--- src/rtl/cfg_pkg.sv ---
// rtl/cfg_pkg.sv - shared FSM encoding and CRC-8 helpers for cfg_loader
package cfg_pkg;

    localparam logic [2:0] ST_IDLE  = 3'd0;
    localparam logic [2:0] ST_FETCH = 3'd1;
    localparam logic [2:0] ST_LOW   = 3'd2;
    localparam logic [2:0] ST_HIGH  = 3'd3;
    localparam logic [2:0] ST_CHECK = 3'd4;
    localparam logic [2:0] ST_DONE  = 3'd5;

    localparam logic [7:0] CRC_POLY = 8'h07;

    // CRC-8, MSB first, one whole byte folded into the running remainder
    function automatic logic [7:0] crc8_next(input logic [7:0] crc, input logic [7:0] data);
        logic [7:0] c;
        c = crc ^ data;
        for (int k = 0; k < 8; k++) begin
            c = c[7] ? ((c << 1) ^ CRC_POLY) : (c << 1);
        end
        return c;
    endfunction

endpackage

--- src/rtl/cfg_clkdiv.sv ---
// rtl/cfg_clkdiv.sv - phase timer: pulses phase_done every DIV cycles while run is high
module cfg_clkdiv #(
    parameter int DIV = 2
) (
    input  logic clk,
    input  logic reset,
    input  logic run,
    output logic phase_done
);

    localparam int CW = (DIV > 1) ? $clog2(DIV) : 1;

    logic [CW-1:0] cnt;

    assign phase_done = run && (cnt == CW'(DIV - 1));

    // Counter restarts from zero whenever a phase ends or the loader leaves LOW/HIGH,
    // so every LOW or HIGH entry sees a fresh count of exactly DIV cycles.
    always_ff @(posedge clk) begin
        if (reset || !run || phase_done) begin
            cnt <= '0;
        end else begin
            cnt <= cnt + CW'(1);
        end
    end

endmodule

--- src/rtl/cfg_loader.sv ---
// rtl/cfg_loader.sv - byte-stream to serial configuration-chain loader (optional CRC check: CFG_LOADER_CRC_EN)
module cfg_loader #(
    parameter int CHAIN_LEN = 1024,
    parameter int DIV       = 2
) (
    input  logic       clk,
    input  logic       reset,
    input  logic       start,
    input  logic [7:0] in_data,
    input  logic       in_valid,
    output logic       in_ready,
    output logic       prog_clk,
    output logic       ccff_head,
    output logic       busy,
    output logic       done,
    output logic       err
);

    import cfg_pkg::*;

    localparam int BW = $clog2(CHAIN_LEN + 1);

    logic [2:0]    state;
    logic [2:0]    state_next;
    logic [6:0]    shreg;
    logic [BW-1:0] bit_cnt;
    logic [2:0]    bit_idx;
    logic          phase_done;
    logic          run;
    logic          take;
    logic          last_bit;
    logic          byte_end;
    logic          idle_like;

`ifdef CFG_LOADER_CRC_EN
    logic [7:0]    crc;
`endif

    assign run       = (state == ST_LOW) || (state == ST_HIGH);
    assign take      = in_valid && in_ready;
    assign last_bit  = (bit_cnt == BW'(CHAIN_LEN - 1));
    assign byte_end  = (bit_idx == 3'd7);
    assign idle_like = (state == ST_IDLE) || (state == ST_DONE);

`ifdef CFG_LOADER_CRC_EN
    assign in_ready = (state == ST_FETCH) || (state == ST_CHECK);
    assign busy     = (state == ST_FETCH) || run || (state == ST_CHECK);
`else
    assign in_ready = (state == ST_FETCH);
    assign busy     = (state == ST_FETCH) || run;
`endif

    cfg_clkdiv #(.DIV(DIV)) u_clkdiv (
        .clk        (clk),
        .reset      (reset),
        .run        (run),
        .phase_done (phase_done)
    );

    // Next-state decode; start is only honoured from IDLE or DONE
    always_comb begin
        state_next = state;
        case (state)
            ST_IDLE, ST_DONE: begin
                if (start) state_next = ST_FETCH;
            end
            ST_FETCH: begin
                if (take) state_next = ST_LOW;
            end
            ST_LOW: begin
                if (phase_done) state_next = ST_HIGH;
            end
            ST_HIGH: begin
                if (phase_done) begin
                    if (last_bit) begin
`ifdef CFG_LOADER_CRC_EN
                        state_next = ST_CHECK;
`else
                        state_next = ST_DONE;
`endif
                    end else if (byte_end) begin
                        state_next = ST_FETCH;
                    end else begin
                        state_next = ST_LOW;
                    end
                end
            end
`ifdef CFG_LOADER_CRC_EN
            ST_CHECK: begin
                if (take) state_next = ST_DONE;
            end
`endif
            default: state_next = ST_IDLE;
        endcase
    end

    // State, datapath and status registers; prog_clk is registered from the next state
    always_ff @(posedge clk) begin
        if (reset) begin
            state     <= ST_IDLE;
            prog_clk  <= 1'b0;
            ccff_head <= 1'b0;
            shreg     <= '0;
            bit_cnt   <= '0;
            bit_idx   <= '0;
            done      <= 1'b0;
            err       <= 1'b0;
`ifdef CFG_LOADER_CRC_EN
            crc       <= '0;
`endif
        end else begin
            state    <= state_next;
            prog_clk <= (state_next == ST_HIGH);

            if (idle_like && start) begin
                done    <= 1'b0;
                err     <= 1'b0;
                bit_cnt <= '0;
                bit_idx <= '0;
`ifdef CFG_LOADER_CRC_EN
                crc     <= '0;
`endif
            end

            if (state == ST_FETCH && take) begin
                ccff_head <= in_data[7];
                shreg     <= in_data[6:0];
`ifdef CFG_LOADER_CRC_EN
                crc       <= crc8_next(crc, in_data);
`endif
            end

            // Advance one bit at the end of HIGH; surplus pad bits of the last byte are dropped
            if (state == ST_HIGH && phase_done) begin
                bit_cnt <= bit_cnt + BW'(1);
                bit_idx <= bit_idx + 3'd1;
                shreg   <= {shreg[5:0], 1'b0};
                if (!last_bit && !byte_end) begin
                    ccff_head <= shreg[6];
                end
            end

`ifdef CFG_LOADER_CRC_EN
            if (state == ST_CHECK && take) begin
                err <= (in_data != crc);
            end
`endif

            if (state != ST_DONE && state_next == ST_DONE) begin
                done <= 1'b1;
            end
        end
    end

endmodule

--- config.mk ---
export PLATFORM = sky130hd
export DESIGN_NAME = cfg_loader
export DESIGN_NICKNAME = d
export VERILOG_FILES = /design/src/rtl/cfg_pkg.sv /design/src/rtl/cfg_clkdiv.sv /design/src/rtl/cfg_loader.sv
export SDC_FILE = /design/constraint.sdc
export NUM_CORES = 1
export LEC_CHECK = 0
export CORE_ASPECT_RATIO = 0.6
export CORE_MARGIN = 2
export CORE_UTILIZATION = 40
export DETAILED_ROUTE_END_ITERATION = 10
export GPL_TIMING_DRIVEN = 1
export PLACE_DENSITY_LB_ADDON = 0.25
export SYNTH_ARGS = -nofsm -noshare
export SYNTH_HDL_FRONTEND = slang
export SYNTH_SLANG_ARGS = --single-unit
--- constraint.sdc ---
create_clock -name clk -period 4.75 [get_ports clk]
set_input_delay 0.95 -clock clk [delete_from_list [all_inputs] [get_ports clk]]
set_output_delay 0.95 -clock clk [all_outputs]
set_load 0.1 [all_outputs]
Word level (Yosys, flattened, before mapping)
Cells that the tools add are included.
W data, S select, Z words.
Word-level totals
  register bits after elaboration: 28
  input port bits: 12
  output and inout port bits: 6
  logic and storage cells: 60
Operators by class
  add/subtract/negate cells: 3
  equal/unequal tests: 9
  mux-type cells: 18
  reductions and logical operators: 21
Operator list (count)
  $mux W11: 2
  $mux W3: 7
  $mux W7: 2
  $pmux W3 S4: 1
  $add A11 B1 Y11 const B: 1
  $eq A11 B10 Y1 const B: 1
  $eq A3 B2 Y1 const B: 3
  $eq A3 B3 Y1 const B: 3
  $logic_and A1 B1 Y1: 7
  $reduce_bool A2 Y1: 3
  $logic_or A1 B1 Y1: 5
  $mux W1: 5
  $reduce_or A2 Y1: 2
  $add A3 B1 Y3 const B: 1
  $eq A3 B1 Y1 const B: 1
  $logic_not A1 Y1: 3
  $logic_not A3 Y1: 1
  $ne A3 B3 Y1 const B: 1
  $mux W2: 1
  $add A1 B1 Y1 const B: 1

Longest topological paths before layout
Gate-level depths: netlist (run 1).
  word-level depth: 8
  depth in mapped cells: 7
  mapped depth without buffers: 6

Hierarchy
A second synthesis (run 1) with hierarchy kept.
Unflattened totals
  cell total of the unflattened synthesis: 169
  area total of the unflattened synthesis: 1423.9 um^2
By module, submodules not included
  cfg_loader: instances 1, cells each 166, area an instance 1383.8 um^2, seq. area each 540.5 um^2
  cfg_clkdiv: instances 1, cells each 3, area an instance 40.0 um^2, seq. area each 20.0 um^2

Worst setup path before layout (run 1)
No wires, ideal clock.
  kind: reg2out
  from: register state[1]
  to: output port in_ready
  arrival: 1.824 ns
  data required time: 3.800 ns
  slack: 1.976 ns
  stages on the path, launching flop included: 3
  buffers on the path: 0
  cells stage by stage: dfxtp_1 > nand2b_1 > nor2_1
Between the ends
  word-level cells in the longest chain between the ends: 1
Ends and longest elaborated chain
  start: declaration: line cfg_loader.sv:23  | logic [2:0] state;
  start signal: assignment: line cfg_loader.sv:112  | state <= state_next;
  $eq A3 B1 Y1: line cfg_loader.sv:49  | assign in_ready = (state == ST_FETCH);
  end: declaration: line cfg_loader.sv:11  | output logic in_ready,
No other way between the ends.

Worst setup path in the final report (run 1)
  from: register state[0]
  to: output port in_ready
The elaborated chain is that of the path after synthesis.

==> results of run 1 <==
-- logic make-up after synthesis --
group                    after synthesis
multiplexers                           8
flip-flops                            28
AO/OA/AOI/OAI                         35
AND/OR/NAND/NOR                       64
XOR/XNOR                               4
buffers and inverters                 14
other                                  1
adder cells (fa/ha/maj)                3
-- layout make-up --
type                            instances  area, µm²
Fill cell                             322       1698
Multi-Input combinational cell        115      785.8
Sequential cell                        28      560.5
Timing Repair Buffer                   16      160.2
Tap cell                               45      56.30
Clock buffer                            4      55.05
Inverter                                2      7.507
-- flip-flops by register name, indices dropped and copies added (netlist names) --
name          count
shreg             7
ccff_head         1
done              1
bit_idx           3
prog_clk          1
u_clkdiv.cnt      1
bit_cnt          11
state             3
-- cells in the mapped netlist (2+ instances only) --
cell      count  area, µm²
xnor2_1       2      17.52
a211oi_1      7      52.55
a21oi_1      11      55.05
nand2b_1      4      25.02
xor2_1        2      17.52
buf_2         5      25.02
a311oi_1      3      26.28
nand3_1       5      25.02
clkbuf_1      3      11.26
nor2_1       20      75.07
buf_4         4      30.03
mux2i_1       8      80.08
nor3_1        9      45.04
dfxtp_1      28      560.5
o21ai_0       2      10.01
nand2_1      12      45.04
o21ai_1       2      10.01
ha_1          3      37.54
inv_1         2      7.510
-- routing by layer --
layer	global-route usage	part of all wire	routed length, µm
met1	0.2315	0.50	1584
met2	0.2681	0.45	1416
met3	0.04945	0.045	143
met4	0.06215	0.0098	31
met5	0	0	0
-- worst min-delay path: stages (launching register included) --
cell	delay (ns)
dfxtp_1	0.33
nand2_1	0.06
a21oi_1	0.06
-- power by group through the flow --
| stage | logic [µW] | registers, µW | clock network [µW] |
|---|---|---|---|
| 3_5_place_dp | 75.2 | 253 | 0 |
| 4_1_cts | 75.4 | 247 | 154 |
| 2_1_floorplan | 52.1 | 255 | 0 |
| 5_1_grt | 80.5 | 249 | 164 |
| 3_3_place_gp | 73.9 | 252 | 0 |
| 6_report | 75.5 | 247 | 150 |
-- worst paths after layout --
kind / start / endpoint / slack (ns) / cells after the start
worst max-delay path: state[0] / in_ready / 1.52 / 3
worst min-delay path: done / done / 0.49 / 2
worst max register to register: state[0] / shreg[2] / 2.42 / 3
worst min register to register: done / done / 0.49 / 2
-- per-stage QoR --
step,cells,hold slack (ns),total power (µW)
after CTS,210,0.4888,476.8
after floorplan,157,0.4516,307.4
after global routing,210,0.5155,492.8
after global placement,206,0.4460,326.1
after detailed placement,206,0.4753,327.8
final,210,0.4893,472.4
==> impl_summary.log, run 1 <==
INFO  metric yosysWarnings = 0
INFO  metric layout.cell_area.non_filler = 1625 µm²
INFO  metric final.period_utilization = 0.6796
INFO  metric muxShareOfSynthArea = 0.05664
INFO  metric rows = 16
INFO  metric final_nets = 181
INFO  metric cts-htree-levels = 1
INFO  metric pre_cts_slack = about 1.6 ns
INFO  metric synth-compound-area-share = 0.1841
INFO  metric post_synth_fa_ha_maj_area_fraction = 0.02655
INFO  metric timing_worst_setup_path_type = reg2out
INFO  metric power.share.sequential = 0.523
INFO  metric area_added_between_synthesis_and_finish = 14.96%
INFO  metric critPathLaunchType = register
INFO  metric netSwitchingFraction = 0.2788
INFO  metric grt.overflow.total = 0
INFO  metric drtPass1Iterations = 4
INFO  metric via_per_instance_ratio = 5.543
INFO  metric p_clk_frac = 0.317
INFO  metric numCtsBuffers = 3
INFO  metric cp_cell_sequence = nand2b_1, nor2_1, clkdlybuf4s50_1
INFO  metric maxSlewHeadroom = 0.1357
INFO  metric timing.fmax = just over 300 MHz
INFO  metric cts_tree = yes
INFO  metric worst_path_largest_cell_delay = 1.13 ns
INFO  metric worstPathBufferInverterCount = 1
INFO  metric synthSimpleGateAreaFrac = 0.2566
INFO  metric top_level_ports = 18
INFO  metric most-common-layout-cells = dfxtp_1 (28), nor2_1 (20), clkdlybuf4s50_1 (16), nand2_1 (12), a21oi_1 (11)
INFO  metric synth-edff-count = 0
INFO  metric clkSlewWorstSetupHoldPaths = 0.09 ns
INFO  metric die-area = 4042 µm²
INFO  metric via_count = 1,164
INFO  metric drc_violation_count_after_routing = 0
INFO  metric finalWorstSetupSlack = 1.522 ns
INFO  metric post_cts.resized_instances = 0
INFO  metric power.density = 290.7 nW/µm²
INFO  metric first_global_vias = about 1,100
INFO  metric routed_wl = 3.176 mm
INFO  metric maxcap_viol_count = 0
INFO  metric rsz_0062_raised_after_global_routing = false
INFO  metric postSynthCellCount = 157
INFO  metric slew_violations = 0
INFO  metric power.leakage = 0.0005970 µW
INFO  metric synth.yosys.seq_area_share = 0.3965
INFO  metric post_detailed_placement_half_perimeter_wirelength = around 2.2 mm
INFO  metric period_needed = 3.228 ns
INFO  metric hold_class = reg2reg
INFO  metric clock_latency = 0.28 ns
INFO  metric postCtsSetupBuffers = 0
INFO  metric grt_pass1_wl = 5.285 mm
INFO  metric clock_sink_count = 28
INFO  metric most_common_cell_after_layout_fill_and_taps_aside = dfxtp_1
INFO  metric place.gp.congestion = roughly 0.79
INFO  metric syn_avg_cell_area = 9.005 µm²
INFO  metric antenna_cells = 0
INFO  metric yosys_register_bits = 28
INFO  metric dieHeight = between 50 and 60 µm
INFO  metric core_area = 3323 µm²
INFO  metric slowest_library_cell_on_the_worst_path = clkdlybuf4s50_1
INFO  metric outcome = finished clean
INFO  metric clock_path_buffers = 2
INFO  metric dieWidth = 80.76 µm
INFO  metric fin_util = 0.4891
INFO  metric placement.cell_area = 1570 µm²
INFO  metric crit_family = buffers and inverters
INFO  metric synth_ff_type = dfxtp_1
INFO  metric vdd_drop_max = 0.1486 mV
INFO  metric proportion_of_layout_cells_with_a_drive_suffix_above_1 = 0.08485
INFO  metric required = 3.80 ns
INFO  metric synth_xor_area_frac = 0.02478
INFO  metric antenna_found_initial = 0
INFO  metric postSynthNetCount = 172
INFO  metric crit_path_max_fanout = 9
INFO  metric clock_skew = between 0.003 and 0.004 ns
INFO  metric critPathCaptureType = output pin
INFO  metric buffer_ports.inserted = 16
INFO  metric largest_net_degree_at_the_start_of_global_routing = 32
INFO  metric cp.arrival = 2.28 ns
INFO  metric count_of_nets_left_with_antenna_violations_after_detail_routing = 0
INFO  metric synth_async_sr_flop_share = 0
INFO  metric yosysUniqueCellTypes = 44
INFO  metric p_switching = 131.7 µW
INFO  metric root_buffer = clkbuf_8
INFO  metric main_combinational_cell_family_by_area_after_synthesis = simple AND/OR/NAND/NOR gates
INFO  metric max_slew.worst_pin.slew = around 1.3 ns
INFO  metric drt-wirelength-per-cell = 15.12 µm
INFO  metric gr-usage-all-layers = 0.1738
INFO  metric post_cts_hold_buffer_count = 0
INFO  metric synthesis.area = 1414 µm²
INFO  metric finalSetupViolCount = 0
INFO  metric timing.setup.tns = 0 ns
INFO  metric effective_utilization_at_floorplan = 0.4255
INFO  metric drt_iter0_drc = 62
INFO  metric power.share.combinational = 0.160
INFO  metric cell_internal_pwr = 340.7 µW
INFO  metric hold_viol = 0
Note: power is estimated with default switching activity, not from simulation.
==> run 2, diff against run 1 <==
- clock period: 4.75 -> 2.6 ns (I/O delays scaled with it)
==> run 2 against run 1 <==
Clock power up 130%. Setup slack worse by 0.89 ns. Count of clock-buffer cells in the layout down 1. Flip-flop and latch count stayed put. Die area unchanged. First-iteration DRC count grew 4.8%. Routed wire length decreased by 4.1%.
==> impl_summary.log, run 2 (synthesis results as in run 1) <==
INFO  metric post_detailed_placement_half_perimeter_wirelength = 2.240 mm
INFO  metric most_common_cell_after_layout_fill_and_taps_aside = dfxtp_1
INFO  metric most-common-layout-cells = dfxtp_1 (28), nor2_1 (20), nand2_1 (12), a21oi_1 (11), clkdlybuf4s50_1 (11)
INFO  metric drt-wirelength-per-cell = 14.24 µm
INFO  metric dieHeight = 50.05 µm
INFO  metric clock_path_buffers = 2
INFO  metric drc_violation_count_after_routing = 0
INFO  metric maxcap_viol_count = 0
INFO  metric cts-htree-levels = 1
INFO  metric fin_hold_ws = 0.4803 ns
INFO  metric critPathCaptureType = output pin
INFO  metric drt_iter0_drc = 65
INFO  metric r2r.worst_path.cells = 3
INFO  metric crit_path_max_fanout = 9
INFO  metric grt.overflow.total = 0
INFO  metric largest_register_ff_count = 11
INFO  metric first_global_vias = 1,046
INFO  metric period_needed = just under 2 ns
INFO  metric postCtsSetupBuffers = 0
INFO  metric buffer_ports.inserted = 16
INFO  metric via_per_instance_ratio = between 5 and 6
INFO  metric clock_latency = 0.28 ns
INFO  metric hold_viol = 0
INFO  metric reg_top3 = bit_cnt x11, shreg x7
INFO  metric power.leakage = 0.0006331 µW
INFO  metric proportion_of_layout_cells_with_a_drive_suffix_above_1 = 0.1361
INFO  metric outcome = finished clean
INFO  metric registers.top_by_ff_count = bit_cnt
INFO  metric routed_wl = 3.047 mm
INFO  metric timing.fmax = 508.6 MHz
INFO  metric fin_util = 0.4992
INFO  metric post_route_non_filler_standard_cell_count = roughly 210
INFO  metric power.density = around 570 nW/µm²
INFO  metric die-area = between 4000 and 5000 µm²
INFO  metric post_cts_hold_buffer_count = 0
INFO  metric finalSetupViolCount = 0
INFO  metric antenna_cells = 0
INFO  metric fin_total_pwr = 937.8 µW
INFO  metric hold_class = reg2reg
INFO  metric numCtsBuffers = 3
INFO  metric place.gp.congestion = 0.8020
INFO  metric final.period_utilization = 0.7562
INFO  metric count_of_nets_left_with_antenna_violations_after_detail_routing = 0
INFO  metric cts_tree = yes
INFO  metric area_added_between_synthesis_and_finish = 17.35%
INFO  metric drtPass1Iterations = 4
INFO  metric grt_pass1_wl = 5.009 mm
INFO  metric clkSlewWorstSetupHoldPaths = ~0.10 ns
INFO  metric required = 2.08 ns
INFO  metric antenna_found_initial = 0
INFO  metric root_buffer = clkbuf_8
INFO  metric post-place-cells = 210
INFO  metric timing.setup.tns = 0 ns
INFO  metric largest_net_degree_at_the_start_of_global_routing = 32
INFO  metric post_cts.resized_instances = 0
INFO  metric via_count = 1,189
INFO  metric clock_sink_count = 28
INFO  metric core_area = 3323 µm²
INFO  metric min_delay_path_depth = 2
INFO  metric clock_skew = 0.003782 ns
INFO  metric final_nets = about 190
INFO  metric cp.arrival = roughly 1.5 ns
INFO  metric top_level_ports = 18
INFO  metric rows = 16
INFO  metric dieWidth = 80.76 µm
INFO  metric critPathLaunchType = register
INFO  metric gr-usage-all-layers = 0.1638
INFO  metric effective_utilization_at_floorplan = 0.4255
INFO  metric vdd_drop_max = between 0.3 and 0.4 mV
INFO  metric timing_worst_setup_path_type = reg2out
INFO  metric rsz_0062_raised_after_global_routing = false
INFO  metric fillerInstances = 311
INFO  metric slew_violations = 0
run 2: cell count changes in the layout (fill, tap and decap cells not counted), sizes merged:
cell | before | now
buf | 0 | 9
clkbuf | 4 | 3
bufinv | 0 | 1
clkdlybuf4s50 | 16 | 11
run 2: power breakdown:
group | internal [µW] | switching (µW) | total [µW]
sequential | 439 | 12.6 | 452
clock | 206 | 139 | 346
combinational | 48.3 | 92.1 | 140
run 2: per-stage QoR:
stage | worst slack, ns | instance area [µm²]
after floorplan | 0.2563 | 1414
after global placement | 0.6062 | 1588
after detailed placement | 0.5537 | 1588
after CTS | 0.6275 | 1659
after global routing | 0.5504 | 1659
final | 0.6339 | 1659
run 2: area by class of cell:
cell class              count  area [µm²]  share of cell area
flip-flops and latches     28       560.5              0.3379
clock inverters             1       30.03             0.01810
clock buffers               3       41.29             0.02489
multi-input cells         115       785.8              0.4736
repair buffers             20       177.7              0.1071
well taps                  45       56.30             0.03394
inverters                   2       7.507            0.004525
run 2: critical path: stages, from the launching register on:
cell	delay (ns)
dfxtp_1	0.56
nand2b_1	0.19
nor2_1	0.12
buf_4	0.29
run 2: path summary, 6_finish.rpt:
path	from	endpoint	slack [ns]
max	state[0]	in_ready	0.63
min	bit_idx[2]	bit_idx[2]	0.48
max reg2reg	state[0]	bit_cnt[6]	0.77
min reg2reg	bit_idx[2]	bit_idx[2]	0.48
run 2: per-layer routing:
metal  wire length, µm  GRT usage  vias up
met1              1480     0.2321      557
met4                17    0.04237        0
met2              1363     0.2431       39
li1                  -          -      591
met3               186    0.04762        2
met5                 0          0        -
